==> config.mk <==
export PLATFORM = sky130hd
export DESIGN_NAME = multicycle_ctrl
export DESIGN_NICKNAME = d
export VERILOG_FILES = /design/src/rtl/multicycle_ctrl.sv
export SDC_FILE = /design/constraint.sdc
export NUM_CORES = 1
export LEC_CHECK = 0
export BUFFER_PORTS_ARGS = -buffer_cell sky130_fd_sc_hd__buf_2
export CAP_MARGIN = 20
export CORE_MARGIN = 10
export CORE_UTILIZATION = 46
export DETAILED_ROUTE_END_ITERATION = 8
export HOLD_SLACK_MARGIN = 0.03
export PLACE_DENSITY = 0.76
export SYNTH_ARGS = -nofsm -noshare
export SYNTH_HDL_FRONTEND = slang
export SYNTH_SLANG_ARGS = --single-unit
==> constraint.sdc <==
create_clock -name clk_i -period 1.65 [get_ports clk_i]
set_input_delay 0.165 -clock clk_i [delete_from_list [all_inputs] [get_ports clk_i]]
set_output_delay 0.165 -clock clk_i [all_outputs]
set_load 0.005 [all_outputs]
==> src/rtl/multicycle_ctrl.sv <==
// ============================================================================
// multicycle_ctrl
// ----------------------------------------------------------------------------
// Multi-cycle control unit for the MIPS datapath. A registered FSM sequences
// each instruction through FETCH, DECODE, EXEC, MEM, WB, BRANCH and JUMP and
// drives the datapath mux selects, ALU class and the register-file, memory,
// IR and PC enables. Memory accesses in FETCH and MEM stall until
// mem_ready_i is high.
//
// Build option:
//   ILLEGAL_TRAP_EN  when defined, an unknown opcode in DECODE parks the FSM
//                    in TRAP (state_o = 7) until rst_i. When undefined, an
//                    unknown opcode retires as a 2-cycle NOP and TRAP is
//                    unreachable.
//
// Parameters:
//   OP_W      opcode width
//   ALU_OP_W  ALU_op_o width (>= 3, upper bits driven 0)
//   ST_W      state_o width
//
// Ports:
//   clk_i        clock, rising edge
//   rst_i        synchronous active-high reset
//   instr_op_i   opcode from the instruction register, sampled in DECODE
//   mem_ready_i  memory access completes this cycle
//   RegWrite_o   register file write enable
//   ALU_op_o     ALU control class (add / sub / funct / slt)
//   ALUSrc_o     ALU B operand is the sign-extended immediate
//   RegDst_o     destination register is rd (1) or rt (0)
//   Branch_o     branch compare cycle
//   Jump_o       jump target select
//   MemRead_o    memory read request
//   MemWrite_o   memory write request
//   MemtoReg_o   writeback data comes from memory
//   IRWrite_o    instruction register load
//   PCWrite_o    PC update (PC+4 in FETCH, jump target in JUMP)
//   state_o      current state, for debug
//   retire_o     one-cycle pulse in the last cycle of each instruction
// ============================================================================
module multicycle_ctrl #(
    parameter int OP_W     = 6,
    parameter int ALU_OP_W = 3,
    parameter int ST_W     = 3
) (
    input  logic                clk_i,
    input  logic                rst_i,
    input  logic [OP_W-1:0]     instr_op_i,
    input  logic                mem_ready_i,
    output logic                RegWrite_o,
    output logic [ALU_OP_W-1:0] ALU_op_o,
    output logic                ALUSrc_o,
    output logic                RegDst_o,
    output logic                Branch_o,
    output logic                Jump_o,
    output logic                MemRead_o,
    output logic                MemWrite_o,
    output logic                MemtoReg_o,
    output logic                IRWrite_o,
    output logic                PCWrite_o,
    output logic [ST_W-1:0]     state_o,
    output logic                retire_o
);

    localparam logic [OP_W-1:0] OP_RTYPE = OP_W'(6'b000000);
    localparam logic [OP_W-1:0] OP_ADDI  = OP_W'(6'b001000);
    localparam logic [OP_W-1:0] OP_SLTI  = OP_W'(6'b001010);
    localparam logic [OP_W-1:0] OP_LW    = OP_W'(6'b100011);
    localparam logic [OP_W-1:0] OP_SW    = OP_W'(6'b101011);
    localparam logic [OP_W-1:0] OP_BEQ   = OP_W'(6'b000100);
    localparam logic [OP_W-1:0] OP_J     = OP_W'(6'b000010);

    localparam logic [ALU_OP_W-1:0] ALU_ADD   = ALU_OP_W'(3'b000);
    localparam logic [ALU_OP_W-1:0] ALU_SUB   = ALU_OP_W'(3'b001);
    localparam logic [ALU_OP_W-1:0] ALU_FUNCT = ALU_OP_W'(3'b010);
    localparam logic [ALU_OP_W-1:0] ALU_SLT   = ALU_OP_W'(3'b011);

    typedef enum logic [ST_W-1:0] {
        S_FETCH  = ST_W'(0),
        S_DECODE = ST_W'(1),
        S_EXEC   = ST_W'(2),
        S_MEM    = ST_W'(3),
        S_WB     = ST_W'(4),
        S_BRANCH = ST_W'(5),
        S_JUMP   = ST_W'(6),
        S_TRAP   = ST_W'(7)
    } state_e;

    state_e          state_q;
    state_e          state_d;
    logic [OP_W-1:0] op_q;
    logic [OP_W-1:0] op_d;

    // Instructions that go through the EXEC state: ALU ops and memory ops.
    function automatic logic is_exec_op(input logic [OP_W-1:0] op);
        return (op == OP_RTYPE) || (op == OP_ADDI) || (op == OP_SLTI) ||
               (op == OP_LW)    || (op == OP_SW);
    endfunction

    // Any opcode this controller knows how to sequence.
    function automatic logic is_known_op(input logic [OP_W-1:0] op);
        return is_exec_op(op) || (op == OP_BEQ) || (op == OP_J);
    endfunction

    // Instructions whose second ALU operand is the sign-extended immediate.
    function automatic logic uses_imm(input logic [OP_W-1:0] op);
        return (op == OP_ADDI) || (op == OP_SLTI) || (op == OP_LW) || (op == OP_SW);
    endfunction

    // ALU class for the EXEC / MEM address computation.
    function automatic logic [ALU_OP_W-1:0] alu_class(input logic [OP_W-1:0] op);
        logic [ALU_OP_W-1:0] cls;
        cls = ALU_ADD;
        if (op == OP_RTYPE) begin
            cls = ALU_FUNCT;
        end else if (op == OP_SLTI) begin
            cls = ALU_SLT;
        end else if (op == OP_BEQ) begin
            cls = ALU_SUB;
        end
        return cls;
    endfunction

    // State and latched opcode. Reset always returns to FETCH and clears the
    // opcode, abandoning whatever instruction was in flight.
    always_ff @(posedge clk_i) begin
        if (rst_i) begin
            state_q <= S_FETCH;
            op_q    <= '0;
        end else begin
            state_q <= state_d;
            op_q    <= op_d;
        end
    end

    // Next-state logic. The opcode is captured only in DECODE; every other
    // state works from the latched copy so the IR may change underneath.
    // mem_ready_i only matters in FETCH and MEM, where it ends a stall.
    always_comb begin
        state_d = state_q;
        op_d    = op_q;
        case (state_q)
            S_FETCH: begin
                if (mem_ready_i) begin
                    state_d = S_DECODE;
                end
            end
            S_DECODE: begin
                op_d = instr_op_i;
                if (is_exec_op(instr_op_i)) begin
                    state_d = S_EXEC;
                end else if (instr_op_i == OP_BEQ) begin
                    state_d = S_BRANCH;
                end else if (instr_op_i == OP_J) begin
                    state_d = S_JUMP;
                end else begin
`ifdef ILLEGAL_TRAP_EN
                    state_d = S_TRAP;
`else
                    state_d = S_FETCH;
`endif
                end
            end
            S_EXEC: begin
                if ((op_q == OP_LW) || (op_q == OP_SW)) begin
                    state_d = S_MEM;
                end else begin
                    state_d = S_WB;
                end
            end
            S_MEM: begin
                if (mem_ready_i) begin
                    state_d = (op_q == OP_LW) ? S_WB : S_FETCH;
                end
            end
            S_WB: begin
                state_d = S_FETCH;
            end
            S_BRANCH: begin
                state_d = S_FETCH;
            end
            S_JUMP: begin
                state_d = S_FETCH;
            end
            S_TRAP: begin
`ifdef ILLEGAL_TRAP_EN
                state_d = S_TRAP;
`else
                state_d = S_FETCH;
`endif
            end
            default: begin
                state_d = S_FETCH;
            end
        endcase
    end

    // Output decode from the registered state and opcode. The exceptions are
    // the handshake-dependent enables: IR/PC load in FETCH and the sw retire
    // in MEM follow mem_ready_i, and a NOP-retired unknown opcode is
    // recognised from the live IR opcode in DECODE.
    always_comb begin
        RegWrite_o = 1'b0;
        ALU_op_o   = ALU_ADD;
        ALUSrc_o   = 1'b0;
        RegDst_o   = 1'b0;
        Branch_o   = 1'b0;
        Jump_o     = 1'b0;
        MemRead_o  = 1'b0;
        MemWrite_o = 1'b0;
        MemtoReg_o = 1'b0;
        IRWrite_o  = 1'b0;
        PCWrite_o  = 1'b0;
        retire_o   = 1'b0;
        case (state_q)
            S_FETCH: begin
                MemRead_o = 1'b1;
                IRWrite_o = mem_ready_i;
                PCWrite_o = mem_ready_i;
            end
            S_DECODE: begin
`ifndef ILLEGAL_TRAP_EN
                retire_o = ~is_known_op(instr_op_i);
`endif
            end
            S_EXEC: begin
                ALU_op_o = alu_class(op_q);
                ALUSrc_o = uses_imm(op_q);
            end
            S_MEM: begin
                ALU_op_o   = alu_class(op_q);
                ALUSrc_o   = 1'b1;
                MemRead_o  = (op_q == OP_LW);
                MemWrite_o = (op_q == OP_SW);
                retire_o   = (op_q == OP_SW) && mem_ready_i;
            end
            S_WB: begin
                RegWrite_o = 1'b1;
                RegDst_o   = (op_q == OP_RTYPE);
                MemtoReg_o = (op_q == OP_LW);
                retire_o   = 1'b1;
            end
            S_BRANCH: begin
                Branch_o = 1'b1;
                ALU_op_o = ALU_SUB;
                retire_o = 1'b1;
            end
            S_JUMP: begin
                Jump_o    = 1'b1;
                PCWrite_o = 1'b1;
                retire_o  = 1'b1;
            end
            default: begin
            end
        endcase
    end

    assign state_o = state_q;

endmodule

==> results of run 1 <==
-- worst paths after layout --
path,slack (ns),cells after the start,end,start
hold / removal,0.19,3,op_q[5],instr_op_i[5]
setup / recovery,-0.18,5,retire_o,op_q[2]
hold reg to reg,0.47,1,state_o[0],state_o[2]
setup reg to reg,0.20,5,state_o[0],op_q[2]
-- tightest hold or removal path: stages --
cell,delay [ns]
buf_2,0.11
mux2i_1,0.07
nor2_1,0.07
-- where the power goes --
| part | switching (mW) | total, mW | internal, mW |
|---|---|---|---|
| Clock | 0.0811 | 0.171 | 0.0895 |
| Combinational | 0.0708 | 0.139 | 0.0680 |
| Sequential | 0.0129 | 0.241 | 0.228 |
| Total | 0.165 | 0.550 | 0.386 |
-- kinds of logic (layout without fill, tap and decap cells) --
family	Yosys count	count (layout)	synth area share
simple gates	44	44	0.363
compound gates	14	14	0.157
flops	9	9	0.269
buf+inv	9	40	0.0598
mux	8	8	0.120
xor+xnor	2	2	0.0262
other cells	1	1	0.00560
-- flip-flops by register name, indices dropped and copies added (netlist names) --
register / count
op_q: 6
state_o: 3
-- final cells by class --
class | instances | share of cell area
timing repair buffer | 33 | 0.207
inverter | 3 | 0.0124
clock buffer | 3 | 0.0249
clock inverter | 1 | 0.00553
tap | 15 | 0.0207
multi-input combinational | 69 | 0.521
sequential | 9 | 0.207
-- layer usage --
layer | global-route usage | vias up | share of wire
li1 | - | 380 | -
met1 | 0.138 | 345 | 0.44
met2 | 0.173 | 29 | 0.46
met3 | 0.0523 | 4 | 0.088
met4 | 0.0671 | 0 | 0.012
met5 | 0 | - | 0
-- placed cells by master, fill, tap and decap left out, types with 2 or more instances in the layout --
cell      Yosys  layout
nor3b_1       3       3
or4_1         2       2
nor3_1        7       6
xor2_1        2       2
buf_4         1       9
clkbuf_4      0       3
mux2i_1       8       8
dfxtp_2       0       3
a21oi_1       5       4
dfxtp_1       9       5
buf_2         2      24
nor2_1       13      12
or3_4         0       2
inv_1         3       2
nand2_1       6       6
-- metrics by stage --
step,std cells,utilization
4_1_cts,133,0.663
5_1_grt,133,0.678
3_3_place_gp,127,0.624
3_5_place_dp,127,0.624
6_report,133,0.678
2_1_floorplan,87,-
-- repair_timing --
item / in CTS / in global routing
buffers inserted: 2 / 0
gates resized for setup: 4 / 8
pin swaps: 3 / 1
endpoints found under the setup margin: 7 / 9
==> results.ini, run 1 <==
[status]
status=finished with violations
violations=negative setup slack

[floorplanning]
io_pins=26
die_w_um=58.1
die_y_um=58.1
fp.coreArea_sq_um=1330
num_rows=13
dieArea_sq_um=3380
start_util=0.502

[logic_synthesis]
avgSynthCellArea_sq_um=7.69
synth_top_area_share=0.269
synth-edff-count=0
ys_types=35
yosys_warnings=0
yosysTopAreaCell=dfxtp_1
synthTopCellsByCount=13 x nor2_1, 9 x dfxtp_1, 8 x mux2i_1
yosysMostFrequentCell=nor2_1
synth_cells=87
ys.flop_type=dfxtp_1
syn-num-nets=96
async_flop_share=0
synth_area_sq_um=669
synth_seq_area_share=0.269
synth_area_leaders=dfxtp_1 27%, mux2i_1 12%, nor2_1 7.3%, nor3_1 5.2%, a21oi_1 3.7%
synth_seq_cells=9

[power]
total_power_uw=550
leakage_nw=0.414
p_per_area_nw_per_um2=608
irDropWorstVdd_v=0.000610

[critical_path]
startpoint_type=flip-flop
crit_path_top_delay_cell=or3_4
path_buf_inv=1
crit_family=simple AND/OR/NAND/NOR gates
cp_cell_sequence=and2b_2 -> nand4b_1 -> or3_4 -> o311ai_1 -> buf_2
path_class=reg -> out
required_ns=1.48
critPathArrivalTime_ns=1.66
cpPeakStageDelay_ns=0.36
critPathMaxFanout=3
end_kind=output port

[global_routing]
antenna_found_initial=0
grt.total_usage=0.118
grt_max_degree=12
grt_pass1_wl_mm=3.27
grt_pass1_vias=723
grt.overflow.total=0

[place]
hpwl_mm=1.53
gp_congestion=0.824
pre_cts_slack_ns=0.0652
dpl-instance-area_sq_um=832
io_buffers=24

[sta]
setup_ws_ns=-0.176
min_period_over_period=1.11
fin_skew_ns=0.00256
rsz0062_at_grt=yes
setup_viol=6
finalHoldViolCount=0
fin_setup_tns_ns=-0.413
slew_viol_final=0
fin_hold_ws_ns=0.192
fmax_mhz=548
fin_crit_ns=1.83

[detailed_routing]
via_per_inst=5.70
via_count=758
drt-pass1-iter-count=4
wl_per_cell_um=15.0
ant_nets=0
drc=0
wl_mm=1.99
drt_iter0_drc=14

[finish]
diodes=0
nFillCells=115
drive_gt1_frac=0.432
syn_to_final_growth_pct=35.1
final_net_count=128
regArea_sq_um=188
postLayoutCellArea_sq_um=905
multi_input_area_sq_um=472

[hold_path]
hp-class=in -> reg

[clock_tree]
cts.sinks=9
cts_tree=yes
cts_max_level=1
path_clk_slew_ns=0.06
cts-buffers-inserted=3
insertion_delay_ns=0.26
cts_root_buf=clkbuf_4
clk_path_buf_depth=2
ctsHoldBuffers=0

[job]
drv_cap=0

No activity file was read; power rests on OpenSTA's default activity.
==> run 2, diff against run 1 <==
--- a/config.mk
+++ b/config.mk
@@ -7,7 +7,7 @@
 export LEC_CHECK = 0
 export BUFFER_PORTS_ARGS = -buffer_cell sky130_fd_sc_hd__buf_2
 export CAP_MARGIN = 20
-export CORE_MARGIN = 10
+export CORE_MARGIN = 2
 export CORE_UTILIZATION = 46
 export DETAILED_ROUTE_END_ITERATION = 8
 export HOLD_SLACK_MARGIN = 0.03
==> results.ini, run 2 (synthesis results as in run 1) <==
[status]
violations=negative setup slack
status=finished with violations

[global_routing]
antenna_found_initial=0
grt_max_degree=13
grt_pass1_wl_mm=2.90
grt.overflow.total=0
grt.total_usage=0.205
grt_pass1_vias=677

[finish]
multi_input_area_sq_um=474
largest_register_ffs=6
regArea_sq_um=189
final_net_count=130
syn_to_final_growth_pct=37.8
diodes=0
drive_gt1_frac=0.425
top_register=op_q
layout_commonest_cell=buf_2
layout.cells.most_common_list=24 x buf_2, 13 x nor2_1, 11 x buf_4
nFillCells=116

[clock_tree]
path_clk_slew_ns=0.07
insertion_delay_ns=0.26
ctsHoldBuffers=0
clk_path_buf_depth=2
cts_max_level=1
cts_root_buf=clkbuf_4
cts-buffers-inserted=3
cts.sinks=9
cts_tree=yes

[critical_path]
path_class=reg -> out
critPathMaxFanout=2
critPathArrivalTime_ns=1.69
required_ns=1.48
end_kind=output port
startpoint_type=flip-flop

[detailed_routing]
wl_per_cell_um=13.6
top_layer=met4
via_count=747
drt-pass1-iter-count=4
wl_met3_um=104
met1_length_um=796
drc=0
via_per_inst=5.53
wl_met2_um=919
ant_nets=0
wl_mm=1.84
drt_iter0_drc=8

[sta]
relSlewSlack=0.667
min_period_over_period=1.12
finalHoldViolCount=0
fin_skew_ns=0.0100
worst_pin_slew_ns=0.494
setup_viol=6
fmax_mhz=539
slew_viol_final=0
rsz0062_at_grt=yes
fin_crit_ns=1.86
setup_ws_ns=-0.206
fin_setup_tns_ns=-0.528

[floorplanning]
num_rows=13
fp.coreArea_sq_um=1330
io_pins=26
die_y_um=42.1
start_util=0.502
die_w_um=42.1
dieArea_sq_um=1780

[hold_path]
hp-class=in -> reg

[place]
hpwl_mm=1.32
pre_cts_slack_ns=0.0456
io_buffers=24
gp_congestion=0.880

[power]
p_per_area_nw_per_um2=593
irDropWorstVdd_v=0.000365
leakage_nw=0.421

[job]
drv_cap=0

run 2: cell count changes in the layout (fill, tap and decap cells not counted), sizes merged:
cell	change
buf	+2
clkinv	-1
clkbuf	+1
run 2: where the power goes:
group / leakage [nW] / internal [mW] / switching, mW / total (mW)
combinational: 0.331 / 0.0675 / 0.0706 / 0.138
sequential: 0.0755 / 0.226 / 0.0127 / 0.239
clock: 0.0150 / 0.0931 / 0.0773 / 0.170
run 2: layout make-up:
class,count,share of cell area
flip-flops and latches,9,0.205
repair buffers,35,0.220
inverters,3,0.0122
well taps,15,0.0204
clock buffers,4,0.0285
multi-input cells,69,0.514
run 2: layer usage:
metal  GRT usage  up-vias
li1            -      381
met1       0.258      337
met2       0.338       25
met3      0.0388        4
met4      0.0938        0
met5           0        -
run 2: worst paths after layout:
| check | cells past startpoint | end | slack [ns] | startpoint |
|---|---|---|---|---|
| max | 6 | MemRead_o | -0.21 | op_q[2] |
| min | 3 | op_q[3] | 0.18 | instr_op_i[3] |
| max reg2reg | 5 | state_o[0] | 0.13 | op_q[2] |
| min reg2reg | 2 | op_q[5] | 0.58 | op_q[5] |
run 2: timing repair:
item,in CTS,in global routing
gates resized for setup,4,7
setup endpoints to repair,7,9
setup buffers,3,2
pin swaps,3,1
run 2: worst max-delay path, cell delays in order (launching register included):
cell and delay [ns]:
dfxtp_2 0.32, and2b_2 0.21, nand4b_1 0.14, buf_4 0.17, or3_4 0.36, a21oi_2 0.11, buf_2 0.11
run 2: through the flow:
| step | total power [mW] | hold slack [ns] | instance area, sq um | utilization | std cells |
|---|---|---|---|---|---|
| final | 0.547 | 0.180 | 922 | 0.691 | 135 |
| after global routing | 0.585 | 0.185 | 922 | 0.691 | 135 |
| after CTS | 0.549 | 0.181 | 883 | 0.662 | 133 |
| after detailed placement | 0.373 | 0.453 | 825 | 0.618 | 126 |
| after global placement | 0.370 | 0.433 | 825 | 0.618 | 126 |
| after floorplan | 0.325 | 0.312 | 669 | - | 87 |
